$ cat src/rtl/gnss_pkg.sv
// Shared GNSS types and constants, used by the epoch timer and the AHB GNSS satellite.
// Ports: none (package).
// Contents: epoch_t, GNSS_TICKS_PER_MS (16.368 MHz / 1 kHz), snapshot handshake state encoding.
package gnss_pkg;

  typedef logic [31:0] epoch_t;

  localparam int GNSS_TICKS_PER_MS = 16368;

  typedef enum logic {
    SNAP_EMPTY = 1'b0,
    SNAP_FULL  = 1'b1
  } snap_state_t;

endpackage

$ cat src/rtl/gnss_epoch_timer_ms_prescaler.sv
// Generic modulo counter: counts 0..LAST while enabled, wraps to 0, flags the terminal count.
// Ports: clk, rst (sync, active-high), i_en (advance), i_clr (force to 0, beats i_en),
//        o_cnt (current count), o_tc (combinational: this cycle's advance wraps the counter).
module ms_prescaler #(
  parameter int          W    = 16,
  parameter int unsigned LAST = 1
) (
  input  logic         clk,
  input  logic         rst,
  input  logic         i_en,
  input  logic         i_clr,
  output logic [W-1:0] o_cnt,
  output logic         o_tc
);

  localparam logic [W-1:0] LAST_W = W'(LAST);

  logic [W-1:0] r_cnt;
  logic         w_at_last;

  assign w_at_last = (r_cnt == LAST_W);

  // A clear in the same cycle suppresses the wrap indication so callers
  // never see a terminal count that did not actually happen.
  assign o_tc  = i_en & ~i_clr & w_at_last;
  assign o_cnt = r_cnt;

  always_ff @(posedge clk) begin
    if (rst) begin
      r_cnt <= '0;
    end else if (i_clr) begin
      r_cnt <= '0;
    end else if (i_en) begin
      r_cnt <= w_at_last ? '0 : r_cnt + W'(1);
    end
  end

endmodule

$ cat src/rtl/gnss_epoch_timer.sv
// Millisecond epoch timebase: divides clk into ms ticks, keeps a 32-bit epoch, snapshots
// epoch+phase on request (held until acked), and raises a decimated level interrupt.
// Ports: clk/rst(sync high), en, load/load_val, snapshot/snap_ack, irq_clr -> epoch, ms_tick,
//        snap_epoch/snap_tick/snap_valid/overrun, irq (drives interrupt_in_sync[17] upstream).
module gnss_epoch_timer
  import gnss_pkg::*;
#(
  parameter int TICKS_PER_MS = GNSS_TICKS_PER_MS,
  parameter int IRQ_DIV      = 1,
  parameter int TICK_W       = 16
) (
  input  logic              clk,
  input  logic              rst,
  input  logic              en,
  input  logic              load,
  input  logic [31:0]       load_val,
  input  logic              snapshot,
  input  logic              snap_ack,
  input  logic              irq_clr,
  output logic [31:0]       epoch,
  output logic              ms_tick,
  output logic [31:0]       snap_epoch,
  output logic [TICK_W-1:0] snap_tick,
  output logic              snap_valid,
  output logic              overrun,
  output logic              irq
);

  localparam int IRQ_W = (IRQ_DIV > 1) ? $clog2(IRQ_DIV) : 1;

  logic [TICK_W-1:0] w_tick;
  logic              w_tick_tc;
  logic [IRQ_W-1:0]  w_irq_cnt_unused;
  logic              w_irq_tc;

  epoch_t            r_epoch;
  logic              r_ms_tick;
  epoch_t            r_snap_epoch;
  logic [TICK_W-1:0] r_snap_tick;
  logic              r_overrun;
  logic              r_irq;

  snap_state_t       r_state;
  snap_state_t       w_state_nxt;
  logic              w_capture;
  logic              w_ovr_set;

  // Sub-ms phase counter; load restarts the ms so its wrap is masked that cycle.
  ms_prescaler #(
    .W    (TICK_W),
    .LAST (TICKS_PER_MS - 1)
  ) u_tick (
    .clk   (clk),
    .rst   (rst),
    .i_en  (en),
    .i_clr (load),
    .o_cnt (w_tick),
    .o_tc  (w_tick_tc)
  );

  // Interrupt decimator counts ms_tick pulses; load realigns it with the new epoch.
  ms_prescaler #(
    .W    (IRQ_W),
    .LAST (IRQ_DIV - 1)
  ) u_irq_div (
    .clk   (clk),
    .rst   (rst),
    .i_en  (r_ms_tick),
    .i_clr (load),
    .o_cnt (w_irq_cnt_unused),
    .o_tc  (w_irq_tc)
  );

  always_ff @(posedge clk) begin
    if (rst) begin
      r_epoch   <= '0;
      r_ms_tick <= 1'b0;
    end else begin
      r_ms_tick <= w_tick_tc;
      if (load) begin
        r_epoch <= load_val;
      end else if (w_tick_tc) begin
        r_epoch <= r_epoch + 32'd1;
      end
    end
  end

  // Snapshot handshake: next-state and capture/overrun strobes.
  always_comb begin
    w_state_nxt = r_state;
    w_capture   = 1'b0;
    w_ovr_set   = 1'b0;
    case (r_state)
      SNAP_EMPTY: begin
        if (snapshot) begin
          w_capture   = 1'b1;
          w_state_nxt = SNAP_FULL;
        end
      end
      SNAP_FULL: begin
        if (snapshot && snap_ack) begin
          w_capture = 1'b1;
        end else if (snapshot) begin
          w_ovr_set = 1'b1;
        end else if (snap_ack) begin
          w_state_nxt = SNAP_EMPTY;
        end
      end
      default: w_state_nxt = SNAP_EMPTY;
    endcase
  end

  always_ff @(posedge clk) begin
    if (rst) begin
      r_state      <= SNAP_EMPTY;
      r_snap_epoch <= '0;
      r_snap_tick  <= '0;
      r_overrun    <= 1'b0;
    end else begin
      r_state <= w_state_nxt;
      // Registered values of this cycle: pre-increment and pre-load.
      if (w_capture) begin
        r_snap_epoch <= r_epoch;
        r_snap_tick  <= w_tick;
      end
      if (w_ovr_set) begin
        r_overrun <= 1'b1;
      end else if (snap_ack) begin
        r_overrun <= 1'b0;
      end
    end
  end

  // Set wins over a simultaneous clear so an epoch is never silently lost.
  always_ff @(posedge clk) begin
    if (rst) begin
      r_irq <= 1'b0;
    end else if (w_irq_tc) begin
      r_irq <= 1'b1;
    end else if (irq_clr) begin
      r_irq <= 1'b0;
    end
  end

  assign epoch      = r_epoch;
  assign ms_tick    = r_ms_tick;
  assign snap_epoch = r_snap_epoch;
  assign snap_tick  = r_snap_tick;
  assign snap_valid = (r_state == SNAP_FULL);
  assign overrun    = r_overrun;
  assign irq        = r_irq;

endmodule

$ cat config.mk
export PLATFORM = sky130hd
export DESIGN_NAME = gnss_epoch_timer
export DESIGN_NICKNAME = d
export VERILOG_FILES = /design/src/rtl/gnss_pkg.sv /design/src/rtl/gnss_epoch_timer_ms_prescaler.sv /design/src/rtl/gnss_epoch_timer.sv
export SDC_FILE = /design/constraint.sdc
export NUM_CORES = 1
export LEC_CHECK = 0
export BUFFER_PORTS_ARGS = -buffer_cell sky130_fd_sc_hd__buf_2
export CAP_MARGIN = 20
export CORE_MARGIN = 8
export CORE_UTILIZATION = 52
export DETAILED_ROUTE_END_ITERATION = 8
export GPL_TIMING_DRIVEN = 0
export PLACE_DENSITY_LB_ADDON = 0.12
export SYNTH_ARGS = -nofsm -noshare
export SYNTH_HDL_FRONTEND = slang
export SYNTH_SLANG_ARGS = --single-unit
$ cat constraint.sdc
create_clock -name clk -period 2.7 [get_ports clk]
set_input_delay 0.135 -clock clk [delete_from_list [all_inputs] [get_ports clk]]
set_output_delay 0.135 -clock clk [all_outputs]
set_load 0.02 [all_outputs]
# Word level (Yosys, flattened, before mapping)
# Index checks and enable logic that the tools add are counted.
[op_classes]
add_sub_neg = 3
n_eq_ne = 1
n_mux = 17
n_reduce_logical = 5
bitwise_logic = 7
[op_table]
columns = ["op", "count"]
rows = [
  ["$mux 32", 2],
  ["$add 32x1->32 const B", 1],
  ["$add 16x1->16 const B", 1],
  ["$eq 16x14->1 const B", 1],
  ["$mux 16", 1],
  ["$mux 1", 12],
  ["$reduce_bool 2->1", 3],
  ["$and 1x1->1", 4],
  ["$pmux 1 s2", 2],
  ["$not 1->1", 3],
  ["$reduce_or 2->1", 1],
  ["$add 1x1->1 const B", 1],
  ["$logic_and 1x1->1", 1],
]
[totals]
in_bits = 39
output_inout_bits = 84
reg_bits = 101

# Depth between registers and ports, before layout
[logic_depth]
depth_word = 5
mapped_depth = 8
depth_no_buf = 6

# By module
# A second synthesis with hierarchy kept.
[hier_totals]
cells_unflattened = 580
area_unflattened_um2 = 4611.9
[by_module_without_submodules]
columns = ["mod", "seq_area_each_um2", "n_inst", "cells_each", "area_per_inst_um2"]
rows = [
  ["gnss_epoch_timer", 1681.6, 1, 492, 3828.7],
  ["ms_prescaler (u_tick)", 320.3, 1, 85, 758.2],
  ["ms_prescaler (u_irq_div)", 0.0, 1, 3, 25.0],
]

# Worst setup path after synthesis
# No wires, ideal clock.
[synth_timing]
path_type = "reg-to-reg"
startpoint = "register u_tick.r_cnt[6] (netlist: u_tick.o_cnt[6])"
endpoint = "register r_epoch[29] (netlist: epoch[29])"
setup_slack_ns = 0.625
stages_incl_launch_ff = 6
arrival_ns = 1.941
required_time_ns = 2.567
n_path_buf = 0
setup_time_ns = 0.133
cell_sequence = "dfxtp_1 > nand4_2 > or4_4 > or4_4 > nor4b_2 > nor4b_2"
[synth_via]
elab_chain_len = 3
[synth_lines]
columns = ["item", "line_no", "source"]
rows = [
  ["from (decl)", "gnss_epoch_timer_ms_prescaler.sv:18", "logic [W-1:0] r_cnt;"],
  ["from (signal assigned)", "gnss_epoch_timer_ms_prescaler.sv:34", "r_cnt <= w_at_last ? '0 : r_cnt + W'(1);"],
  ["$eq 16x14->1", "gnss_epoch_timer_ms_prescaler.sv:21", "assign w_at_last = (r_cnt == LAST_W);"],
  ["$and 1x1->1", "gnss_epoch_timer_ms_prescaler.sv:25", "assign o_tc = i_en & ~i_clr & w_at_last;"],
  ["$reduce_bool 2->1 (no source line)", "n/a", ""],
  ["to (signal assigned)", "gnss_epoch_timer.sv:81", "r_epoch <= load_val;"],
  ["to (signal assigned)", "gnss_epoch_timer.sv:83", "r_epoch <= r_epoch + 32'd1;"],
  ["to (decl)", "gnss_epoch_timer.sv:36", "epoch_t r_epoch;"],
]
# No other way between the ends.
# A chain may end at the register's enable or synchronous reset.

# Worst setup path after layout
[layout_timing]
startpoint = "register u_tick.r_cnt[0] (netlist: u_tick.o_cnt[0])"
endpoint = "register u_tick.r_cnt[14] (netlist: u_tick.o_cnt[14])"
[layout_via]
elab_chain_len = 2
[layout_lines]
columns = ["item", "line_no"]
rows = [
  ["$add 16x1->16 / $eq 16x14->1 (equally long branches)", "gnss_epoch_timer_ms_prescaler.sv:34, gnss_epoch_timer_ms_prescaler.sv:21"],
  ["$mux 16 *", "gnss_epoch_timer_ms_prescaler.sv:34"],
]
# Mark *: on every way between the ends. The rest lies on a longest branch, timed or not.

==> flow_summary.toml <==
[yosys]
netlist_instances = 533
ys_types = 48
syn_nets = 574
async_reset_ff_frac = 0
ys_ff_latch = 100
synth_largest_area_cell = "dfxtp_1"
yosys_warnings = 0
synth_most_common_cell = "nand2_1"
synth_area_um2 = 4340
avgSynthCellArea_um2 = 8.15
netlist.area_leader.share = 0.461
yosys-top-cells-count = "118 x nand2_1, 100 x dfxtp_1, 53 x a21oi_1, 53 x nor2_1, 24 x clkbuf_1"
synth_edf_count = 0
seq_area_frac_synth = 0.461
synth_ff_type = "dfxtp_1"
synthTopCellsByArea = "dfxtp_1 46%, nand2_1 10%, a21oi_1 6.1%"

[timing]
hold_viol = 0
setup_tns_ns = 0
whs_ns = 0.0242
worst_clock_skew_ns = 0.0100
fmax_mhz = 397
max_slew_margin = 0.519
finalCritPeriodShare = 0.934
period_minus_slack_ns = 2.52
drv_slew = 0
worst_slew_pin_slew_ns = 0.717
rsz0062_at_grt = "no"
final-setup-viol-count = 0

[global_routing]
antenna_found_initial = 0
grt_max_degree = 16
grt_pass1_vias = 3996
grt_overflow = 0
grt_usage = 0.212
grt_pass1_wl_um = 19800

[clock_network]
postCtsSetupRepairBufs = 0
cts_inserted_buffers = 9
htreeDepth = 3
cts_root_buf = "clkbuf_8"
clk-insertion-delay-late_ns = 0.36
cts_max_path_buffers = 2
clk_pin_slew_ns = 0.10
cts_hold_buffers = 1
cts_sinks = 100
cts_tree = "done"
post_cts_resize_count = 0

[floorplanning]
rows = 33
die_y_um = 107
coreArea_um2 = 8180
dieArea_um2 = 11500
start_util = 0.531
io_pins = 123
fp.dieW_um = 107

[route]
routed_wl_um = 12600
drtPass1Iterations = 7
wl_per_cell_um = 16.3
via_per_inst = 5.49
drc = 0
ant_nets = 0
vias = 4258
first_iter_violations = 181

[finish]
drive_above_1_share = 0.227
fillers = 750
diodes = 0
nNetsFinal = 707
syn2layout_area_growth_pct = 22.7

[worst_setup_path]
cpMostUsedCell = "nand2_1"
critical-path-top-delay-family = "simple AND/OR/NAND/NOR gates"
slowest_stage = "dfxtp_1"
cp_cell_sequence = "ha_1, nand4_1, nor3_2, clkbuf_1, nand2_1, nand2_1, buf_2, nor2_1"
cp_num_buf_inv = 2
startpoint_type = "register"
cp-end-kind = "register"
reg2reg_slack_ns = 0.18
path_class = "register to register"
cp_data_arrival_time_ns = 2.77
crit_fanout = 10
critical_path.max_stage_delay_ns = 0.41
cp.required_ns = 2.95

[power]
peakVddDrop_mv = 0.290
leakage_nw = 2.15
power_density_nw_per_um2 = 578

[flow_run]
cap_violations = 0

[placed_design]
hpwl_um = 9330
gp_congestion = 0.825
io_buffers = 121

[hold_path]
worstHoldPathType = "input port to register"

[run_status]
status = "finished, final reports clean"
[placed cells by master (no fill, tap or decap), drive strengths merged, types with 2 or more instances in the layout]
cell type / Yosys / final
a2111oi: 2 / 2
a211oi: 12 / 12
a21oi: 53 / 53
a311oi: 11 / 11
a31oi: 2 / 2
and2: 4 / 4
and3: 8 / 8
and4: 4 / 4
buf: 5 / 126
bufinv: 0 / 3
clkbuf: 26 / 37
dfxtp: 100 / 100
ha: 2 / 2
inv: 14 / 14
mux2i: 2 / 2
nand2: 118 / 118
nand3: 12 / 12
nand4: 20 / 20
nor2: 53 / 53
nor3: 7 / 7
nor4: 2 / 2
nor4b: 3 / 3
o21a: 2 / 2
o21ai: 11 / 11
o21bai: 3 / 3
o31a: 2 / 2
o31ai: 5 / 5
or3: 9 / 9
or4: 7 / 7
xnor2: 9 / 9
xor2: 18 / 18
[logic make-up after synthesis]
| kind of cell | count (synthesis) | share of synthesized area |
|---|---|---|
| compound gates | 106 | 0.152 |
| flops | 100 | 0.461 |
| xor+xnor | 27 | 0.0545 |
| mux | 2 | 0.00461 |
| simple gates | 250 | 0.274 |
| fa+ha+maj | 2 | 0.00576 |
| buf+inv | 46 | 0.0478 |
[sequential cells by signal (all words and copies together), names as in the netlist]
name / count
epoch: 32
snap_epoch: 32
snap_tick: 16
u_tick.o_cnt: 16
irq: 1
ms_tick: 1
overrun: 1
snap_valid: 1
[through the flow]
stage	power (mW)	cell area [µm²]	utilization	std cells	setup slack [ns]
2_1_floorplan	1.83	4340	-	533	0.625
3_3_place_gp	1.96	5080	0.621	759	0.279
3_5_place_dp	1.97	5080	0.621	759	0.237
4_1_cts	3.10	5330	0.652	775	0.202
5_1_grt	3.20	5330	0.652	775	0.00485
6_report	3.08	5330	0.652	775	0.178
[report_power, final]
group          switching, mW  total, mW  internal, mW
logic                  0.226      0.350         0.123
clock network          0.503       1.14         0.637
registers             0.0628       1.59          1.53
total                  0.792       3.08          2.29
[worst paths after layout]
path / start / endpoint / cells past startpoint
max reg2reg: u_tick.o_cnt[0] / u_tick.o_cnt[14] / 8
min: snapshot / snap_valid / 3
min reg2reg: snap_epoch[19] / snap_epoch[19] / 2
max: u_tick.o_cnt[0] / u_tick.o_cnt[14] / 8
[area by class of cell]
cell class | instances | area, µm² | share of cell area
Multi-Input combinational cell | 387 | 2130 | 0.400
Sequential cell | 100 | 2000 | 0.376
Timing Repair Buffer | 122 | 616 | 0.116
Buffer | 32 | 155 | 0.0291
Clock buffer | 11 | 141 | 0.0265
Tap cell | 105 | 131 | 0.0247
Clock inverter | 4 | 97.6 | 0.0183
Inverter | 14 | 52.6 | 0.00986
[worst min-delay path: stages]
cell and delay, ns:
buf_2 0.12, inv_1 0.05, a21oi_1 0.05
[metal layers]
| layer | share of wire | up-vias | global-route usage | wire length (µm) |
|---|---|---|---|---|
| met4 | 0.012 | 0 | 0.0733 | 150 |
| li1 | - | 2109 | - | - |
| met2 | 0.50 | 135 | 0.365 | 6330 |
| met5 | 0 | - | 0 | 0 |
| met3 | 0.066 | 15 | 0.0401 | 827 |
| met1 | 0.42 | 1999 | 0.258 | 5310 |
No activity file was read; power rests on OpenSTA's default activity.
